`config.mk`:
```
export PLATFORM = sky130hd
export DESIGN_NAME = regfile_2r1w
export DESIGN_NICKNAME = d
export VERILOG_FILES = /design/src/rtl/regfile_2r1w.sv
export SDC_FILE = /design/constraint.sdc
export NUM_CORES = 1
export LEC_CHECK = 0
export ABC_AREA = 1
export BUFFER_PORTS_ARGS = -buffer_cell sky130_fd_sc_hd__clkbuf_2
export CORE_MARGIN = 10
export CORE_UTILIZATION = 56
export CTS_CLUSTER_SIZE = 16
export DETAILED_ROUTE_END_ITERATION = 8
export HOLD_SLACK_MARGIN = 0.06
export PLACE_DENSITY = 0.72
export REMOVE_ABC_BUFFERS = 1
export SYNTH_ARGS = -nofsm -noshare
export SYNTH_HDL_FRONTEND = slang
export SYNTH_SLANG_ARGS = --single-unit
```
`constraint.sdc`:
```
create_clock -name clk -period 2.6 [get_ports clk]
set_input_delay 0.13 -clock clk [delete_from_list [all_inputs] [get_ports clk]]
set_output_delay 0.13 -clock clk [all_outputs]
set_load 0.005 [all_outputs]
```
`src/rtl/regfile_2r1w.sv`:
```
// regfile_2r1w: DEPTH x DATA_WIDTH register file, 1 sync write, 2 registered reads.
// Define REGFILE_WRITE_BYPASS_EN for write-first forwarding on the read ports.
module regfile_2r1w #(
  parameter int DATA_WIDTH = 32,
  parameter int ADDR_WIDTH = 3,
  parameter int ZERO_REG   = 1
) (
  input  logic                  clk,
  input  logic                  reset_n,
  input  logic                  clr,
  input  logic                  we,
  input  logic [ADDR_WIDTH-1:0] wr_addr,
  input  logic [DATA_WIDTH-1:0] wr_data,
  input  logic                  re0,
  input  logic [ADDR_WIDTH-1:0] rd_addr0,
  output logic [DATA_WIDTH-1:0] rd_data0,
  output logic                  rd_valid0,
  input  logic                  re1,
  input  logic [ADDR_WIDTH-1:0] rd_addr1,
  output logic [DATA_WIDTH-1:0] rd_data1,
  output logic                  rd_valid1
);

  localparam int DEPTH = 2 ** ADDR_WIDTH;

  logic [DATA_WIDTH-1:0] mem [DEPTH];
  logic [DATA_WIDTH-1:0] rd_next0;
  logic [DATA_WIDTH-1:0] rd_next1;
  logic                  wr_ok;
  logic                  zero_rd0;
  logic                  zero_rd1;

  // Writes to the hardwired-zero entry are dropped; clr wins over we.
  assign wr_ok = we && !clr &&
                 !((ZERO_REG != 0) && (wr_addr == '0));

  assign zero_rd0 = (ZERO_REG != 0) && (rd_addr0 == '0);
  assign zero_rd1 = (ZERO_REG != 0) && (rd_addr1 == '0);

  // Storage: async reset, sync clear, then write.
  always_ff @(posedge clk or negedge reset_n) begin
    if (!reset_n) begin
      for (int i = 0; i < DEPTH; i++) mem[i] <= '0;
    end else if (clr) begin
      for (int i = 0; i < DEPTH; i++) mem[i] <= '0;
    end else if (wr_ok) begin
      mem[wr_addr] <= wr_data;
    end
  end

  // Port 0 read value selection (optionally write-first).
  always_comb begin
    rd_next0 = mem[rd_addr0];
    if (zero_rd0) rd_next0 = '0;
`ifdef REGFILE_WRITE_BYPASS_EN
    if (clr) begin
      rd_next0 = '0;
    end else if (wr_ok && (rd_addr0 == wr_addr)) begin
      rd_next0 = wr_data;
    end
`endif
  end

  // Port 1 read value selection (optionally write-first).
  always_comb begin
    rd_next1 = mem[rd_addr1];
    if (zero_rd1) rd_next1 = '0;
`ifdef REGFILE_WRITE_BYPASS_EN
    if (clr) begin
      rd_next1 = '0;
    end else if (wr_ok && (rd_addr1 == wr_addr)) begin
      rd_next1 = wr_data;
    end
`endif
  end

  // Port 0 output register; data holds when not enabled.
  always_ff @(posedge clk or negedge reset_n) begin
    if (!reset_n) begin
      rd_data0  <= '0;
      rd_valid0 <= 1'b0;
    end else begin
      rd_valid0 <= re0;
      if (re0) rd_data0 <= rd_next0;
    end
  end

  // Port 1 output register; data holds when not enabled.
  always_ff @(posedge clk or negedge reset_n) begin
    if (!reset_n) begin
      rd_data1  <= '0;
      rd_valid1 <= 1'b0;
    end else begin
      rd_valid1 <= re1;
      if (re1) rd_data1 <= rd_next1;
    end
  end

endmodule

```
==> results of run 1 <==
==> worst register-to-register path: stages (launching register included) <==
cell and delay (ns):
dfrtp_1 0.36, inv_1 0.09, nand2_1 0.07, nand3_1 0.09, nand3_1 0.10, nand3b_1 0.15, nand2_1 0.05
==> layer usage <==
metal  vias to the layer above  GRT usage
met1                      6958      0.374
met3                       163     0.0467
met2                       803      0.466
li1                       6541          -
met5                         -          0
met4                         0      0.115
==> power breakdown <==
group,switching [W],internal [W],total (W)
sequential,0.000118,0.00469,0.00481
combinational,0.000927,0.000419,0.00135
clock,0.00181,0.00242,0.00422
total,0.00285,0.00753,0.0104
==> final cells by class <==
class / count / area share
flip-flops and latches: 290 / 0.433
multi-input cells: 1380 / 0.369
repair buffers: 192 / 0.0843
clock buffers: 51 / 0.0556
inverters: 137 / 0.0312
well taps: 335 / 0.0250
clock inverters: 6 / 0.00179
==> sequential cells by signal, indices dropped and copies added, names as in the netlist <==
name,flops
rd_valid0,1
rd_data1,32
mem,224
rd_data0,32
rd_valid1,1
==> synthesized netlist by cell type <==
| cell type | instances | area share |
|---|---|---|
| clkbuf_1 | 53 | 0.014 |
| inv_4 | 2 | 0.00085 |
| nor2_2 | 2 | 0.00085 |
| o22ai_1 | 118 | 0.050 |
| nand3b_1 | 12 | 0.0061 |
| o21ai_1 | 10 | 0.0034 |
| nand3_2 | 1 | 0.00068 |
| nor2_4 | 2 | 0.0015 |
| buf_4 | 23 | 0.012 |
| buf_2 | 55 | 0.019 |
| o21ai_0 | 118 | 0.040 |
| nand3_1 | 266 | 0.091 |
| nand2_1 | 650 | 0.17 |
| buf_6 | 6 | 0.0046 |
| clkinv_2 | 1 | 0.00034 |
| dfrtp_1 | 290 | 0.49 |
| nand2_2 | 6 | 0.0026 |
| nor2_1 | 101 | 0.026 |
| a21oi_1 | 94 | 0.032 |
| inv_1 | 130 | 0.033 |
| buf_1 | 8 | 0.0020 |
| inv_2 | 4 | 0.0010 |
==> cell usage in the layout, fill, tap and decap left out, drive strengths merged <==
cell	Yosys	routed
nor2	105	105
buf	92	49
dfrtp	290	290
clkinv	1	6
nand3b	12	12
o21ai	128	128
inv	136	137
a21oi	94	94
clkbuf	53	160
nand2	656	656
o22ai	118	118
dlygate4sd3	0	34
nand3	267	267
==> through the flow <==
stage                      util  std cells  setup slack, ns
final                     0.646       2391            0.847
after global routing      0.646       2391            0.713
after CTS                 0.646       2391            0.914
after detailed placement  0.596       2300            0.765
after global placement    0.596       2300            0.816
after floorplan               -       1807            0.201
==> how the worst max path moves through the flow <==
stage / cells past startpoint / slack, ns / endpoint
6_report: 9 / 0.85 / rd_data1[29]$_DFFE_PN0P_
5_1_grt: 9 / 0.71 / rd_data1[31]$_DFFE_PN0P_
4_1_cts: 9 / 0.91 / rd_data1[29]$_DFFE_PN0P_
3_5_place_dp: 7 / 0.76 / rd_data0[2]$_DFFE_PN0P_
3_3_place_gp: 7 / 0.82 / rd_data0[19]$_DFFE_PN0P_
2_1_floorplan: 3 / 0.20 / mem[100]$_DFFE_PN0P_
==> logic make-up after synthesis <==
group           after synthesis  synth area share
flops                       290             0.494
simple gates               1040             0.294
compound gates              340             0.126
buf+inv                     282            0.0861
==> summary.txt, run 1 <==
Run status
  – Status: finished, final reports clean

Logic synthesis
  – Register area share after synthesis: 0.494
  – Synth cell types: 22
  – FF+latch count, synth: 290
  – Syn Inst Count: 1952
  – Average cell area after synthesis: 7.53 sq um
  – Synth warn: 0
  – Post-Syn Area: 14700 sq um

Critical path
  – CP required: 3.11 ns
  – Startpoint types: primary input
  – CP Class: in -> reg
  – Worst path cell trace: dlygate4sd3_1 > clkbuf_2 > inv_2 > nor2_2 > buf_4 > nand3_1 > nand2_1 > nand3b_1 > nand2_1
  – Reg2Reg Setup Slack: 1.58 ns
  – Slowest CP cell: inv_2
  – Reg2reg start: mem[125]$_DFFE_PN0P_
  – Delay-heaviest family, CP: buffers and inverters
  – Worst EP arrival: 2.26 ns
  – FF-to-FF End: rd_data1[29]$_DFFE_PN0P_
  – Buf/Inv on CP: 4
  – CP startpoint: rd_addr1[1]
  – Crit-path max FO: 29
  – CP Capture Type: flop
  – Reg2Reg Depth: 6
  – CP most frequent cell: nand2_1
  – CP max stage delay: ~0.66 ns

Place
  – Area after DPL: approximately 15000 sq um
  – Gpl congestion: 0.880
  – DP HPWL: 28.7 mm
  – PortBufs: 112

Floorplanning
  – Die H: around 180 um
  – Core area: 25900 sq um
  – Initial Util: 0.567
  – Std cell rows: just under 60
  – Ports: 113
  – Die area: 33100 sq um
  – Chip width: 182 um

Clocking
  – Root Buffer: clkbuf_16
  – Clock tree from TritonCTS: built
  – CTS clk-pin slew, worst paths: 0.06 ns
  – Hold buffers post-CTS: 34
  – CTS Buf Count: 31
  – Skew-Pair Late Insertion Delay: ~0.57 ns
  – Number of gates resized after cts: 0
  – Clock tree buffer depth: 3
  – # H-tree levels: 1
  – Clock sink count: 290
  – Post-CTS Setup Bufs: 0

Power
  – Pwr dens: a little over 600 nW/um^2
  – Total leakage power: 8.13 nW
  – Peak VDD IR: between 0.0006 and 0.0007 V
  – Pwr Total: 0.0104 W

Routing
  – Residual DRC: 0
  – Via density: 6.05
  – DR WL/cell: 20.3 um
  – DRT Wirelength: a little under 50 mm
  – Initial DRT Pass Iterations: 6
  – Max layer used: met4
  – Detailed router's first-iteration violation count: 1738
  – Routed length on met2: 23.1 mm
  – Metal3 WL: 4.51 mm
  – Wire length on met1: a little under 20 mm
  – Via count: 14465
  – ANT nets after route: 0

STA
  – Sum Neg Setup Slack: 0 ns
  – Fmax: about 570 MHz
  – Final Skew: around 0.012 ns
  – Final hold vios: 0
  – Final setup violation count: 0
  – Least-Margin Pin Slew: 0.903 ns
  – Final max-slew violation count: 0
  – Tmin final: 1.75 ns
  – Final period util: 0.674
  – Hold slack: 0.0633 ns
  – Worst slew margin: 0.396
  – RSZ-0062 raised after global routing: false

Finish
  – Antenna cells: 0
  – Fillers: around 2300
  – Synth-to-layout area growth: 13.9%
  – Final instance area: 16700 sq um
  – # nets final: 2079
  – Multi-input gate area: 6170 sq um
  – Share of cells above drive strength 1: 0.107
  – Reg area: 7260 sq um

Global route
  – Grt ovf: 0
  – GRT Total Usage: 0.286
  – Number of global-route vias before repair: approximately 14000
  – Initial antenna violation count: 0
  – First-pass GRT wire length: 77.8 mm
  – Pin count of the biggest net entering global routing: 99

Hold path
  – Worst hold stages: 3
  – Hold Crit Start: wr_data[29]
  – Worst min-delay path class: in -> reg
  – WHS Endpoint: mem[61]$_DFFE_PN0P_

Run
  – Max Cap Violations: 0
(Power assumes the default switching activity.)
==> run 2: changes to the inputs <==
clock period = 1.65 ns   (was 2.6 ns; I/O delays follow)
==> run 2 against run 1 <==
Effect of this change:
- first-iteration DRC count rose by 4.0%
- sequential power rose by 57%
- die area did not move
- global-route usage rose by 0.20 points
- combinational power rose by 65%
- highest routed layer unchanged
==> summary.txt, run 2 (synthesis gave the netlist of run 1 again) <==
STA
  – Final Skew: 0.0201 ns (+0.00792 ns)
  – Fmax: ~720 MHz
  – Final setup violation count: 0 (unchanged)
  – RSZ-0062 raised after global routing: false
  – Final max-slew violation count: 0 (unchanged)
  – Least-Margin Pin Slew: 0.745 ns (-0.158 ns)
  – Tmin final: approximately 1.4 ns
  – Worst slew margin: 0.503 (+0.108)
  – Final hold vios: 0 (unchanged)
  – Final period util: 0.840
  – Post-route setup slack: 0.264 ns (-0.583 ns)

Clocking
  – Root Buffer: clkbuf_16
  – Clock tree buffer depth: 3 (unchanged)
  – Skew-Pair Late Insertion Delay: 0.51 ns (-0.06 ns)
  – Number of gates resized after cts: 0 (unchanged)
  – # H-tree levels: 2 (+1)
  – Clock tree from TritonCTS: built
  – CTS Buf Count: 34 (+9.7%)
  – Hold buffers post-CTS: 33 (-2.9%)
  – Clock sink count: 290 (unchanged)
  – Post-CTS Setup Bufs: 0 (unchanged)
  – CTS clk-pin slew, worst paths: 0.06 ns (about the same)

Critical path
  – Crit-path max FO: 35 (+21%)
  – Worst EP arrival: 1.82 ns (-0.44 ns)
  – CP Class: in -> reg
  – Reg2Reg Setup Slack: 0.59 ns (-0.99 ns)
  – CP Capture Type: flop
  – Startpoint types: primary input
  – CP required: 2.09 ns (-1.02 ns)

Floorplanning
  – Chip width: 182 um (unchanged)
  – Std cell rows: 59 (unchanged)
  – Core area: 25900 sq um (unchanged)
  – Initial Util: 0.567 (unchanged)
  – Die area: 33100 sq um (unchanged)
  – Ports: 113 (unchanged)
  – Die H: 182 um (unchanged)

Place
  – Area after DPL: 15800 sq um (+2.3%)
  – PortBufs: 112 (unchanged)
  – Gpl congestion: 0.884 (+0.48%)
  – DP HPWL: 30.1 mm (+4.8%)
  – DP Worst Slack: 0.259 ns (-0.506 ns)

Routing
  – Residual DRC: 0 (unchanged)
  – ANT nets after route: 0 (unchanged)
  – DRT Wirelength: 48.9 mm (+0.51%)
  – Via density: 6.00 (-0.90%)
  – Detailed router's first-iteration violation count: 1807 (+4.0%)
  – Initial DRT Pass Iterations: 6 (unchanged)
  – Via count: 14545 (+0.55%)
  – DR WL/cell: 20.1 um (-0.94%)

Power
  – Total leakage power: 8.40 nW (+3.3%)
  – Internal Pwr Total: 0.0126 W (+67%)
  – Peak VDD IR: 0.00120 V (+91%)
  – Clock Power Share: 0.430 (+0.023)
  – Pwr dens: 998 nW/um^2 (+61%)
  – Combinational share of power: 0.129 (about the same)
  – Sw Share: 0.268 (-0.00649)
  – Sw Pwr: 0.00461 W (+62%)
  – Sequential Power Share: 0.440 (-0.023)

Finish
  – # nets final: 2116 (+1.8%)
  – Most common cell after layout, fill and taps aside: nand2_1
  – Most frequent cells in the layout: nand2_1, dfrtp_1, nand3_1
  – Max reg flops: 224 (unchanged)
  – Antenna cells: 0 (unchanged)
  – Biggest register: mem
  – Synth-to-layout area growth: 17.2%
  – Fillers: 2216 (-2.8%)
  – Share of cells above drive strength 1: 0.126 (+0.0188)
  – Top flop regs: mem: 224 flops, rd_data0: 32 flops, rd_data1: 32 flops
  – Final instance area: 17200 sq um (+2.9%)

Global route
  – Initial antenna violation count: 0 (unchanged)
  – Grt ovf: 0 (unchanged)
  – Pin count of the biggest net entering global routing: 97 (-2.0%)
  – First-pass GRT wire length: 77.6 mm (-0.19%)
  – GRT Total Usage: 0.288 (+0.00202)
  – Number of global-route vias before repair: 14284 (-1.1%)

Run status
  – Status: finished, final reports clean

Hold path
  – Worst min-delay path class: in -> reg

Run
  – Max Cap Violations: 0 (unchanged)
run 2: per-stage QoR:
stage                     cells  hold slack, ns  TNS [ns]  power, W   util
final                      2426          0.0539         0    0.0172  0.665
after global routing       2426          0.0830         0    0.0177  0.665
after CTS                  2426          0.0617         0    0.0172  0.665
after detailed placement   2335          0.0314         0   0.00982  0.609
after global placement     2335          0.0254         0   0.00979  0.609
after floorplan            1807          -0.213    -80.91   0.00858      -
run 2: power groups by stage:
stage	sequential, W	combinational, W	clock (W)
after floorplan	0.00767	0.000913	0
after global placement	0.00769	0.00210	0
after detailed placement	0.00769	0.00213	0
after CTS	0.00757	0.00220	0.00746
after global routing	0.00760	0.00242	0.00772
final	0.00757	0.00223	0.00740
run 2: area by class of cell:
type	count	area [sq um]	share of cell area
clock inverters	5	28.8	0.00167
inverters	137	522	0.0303
multi-input cells	1380	6170	0.358
flip-flops and latches	290	7260	0.421
well taps	335	419	0.0243
clock buffers	53	1070	0.0623
repair buffers	226	1750	0.102
run 2: worst paths after layout:
check | from | endpoint | cells after the start
worst max-delay path | rd_addr1[0] | rd_data1[29]$_DFFE_PN0P_ | 9
worst min-delay path | wr_data[1] | mem[193]$_DFFE_PN0P_ | 3
worst max register to register | mem[122]$_DFFE_PN0P_ | rd_data0[26]$_DFFE_PN0P_ | 6
worst min register to register | rd_data1[1]$_DFFE_PN0P_ | rd_data1[1]$_DFFE_PN0P_ | 2
max in group asynchronous | reset_n | rd_data1[27]$_DFFE_PN0P_ | 3
min in group asynchronous | reset_n | mem[150]$_DFFE_PN0P_ | 2
run 2: metal layers:
layer,wire [um],up-vias,GRT usage
li1,-,6616,-
met1,19500,6900,0.374
met2,22600,870,0.464
met3,4780,159,0.0501
met4,1980,0,0.128
met5,0,-,0
run 2: worst max-delay path: stages:
cell	delay [ns]
dlygate4sd3_1	0.54
buf_4	0.16
inv_4	0.24
buf_12	0.27
nand2_1	0.07
nand3_1	0.08
nand2_1	0.04
nand3b_1	0.20
nand2_1	0.10
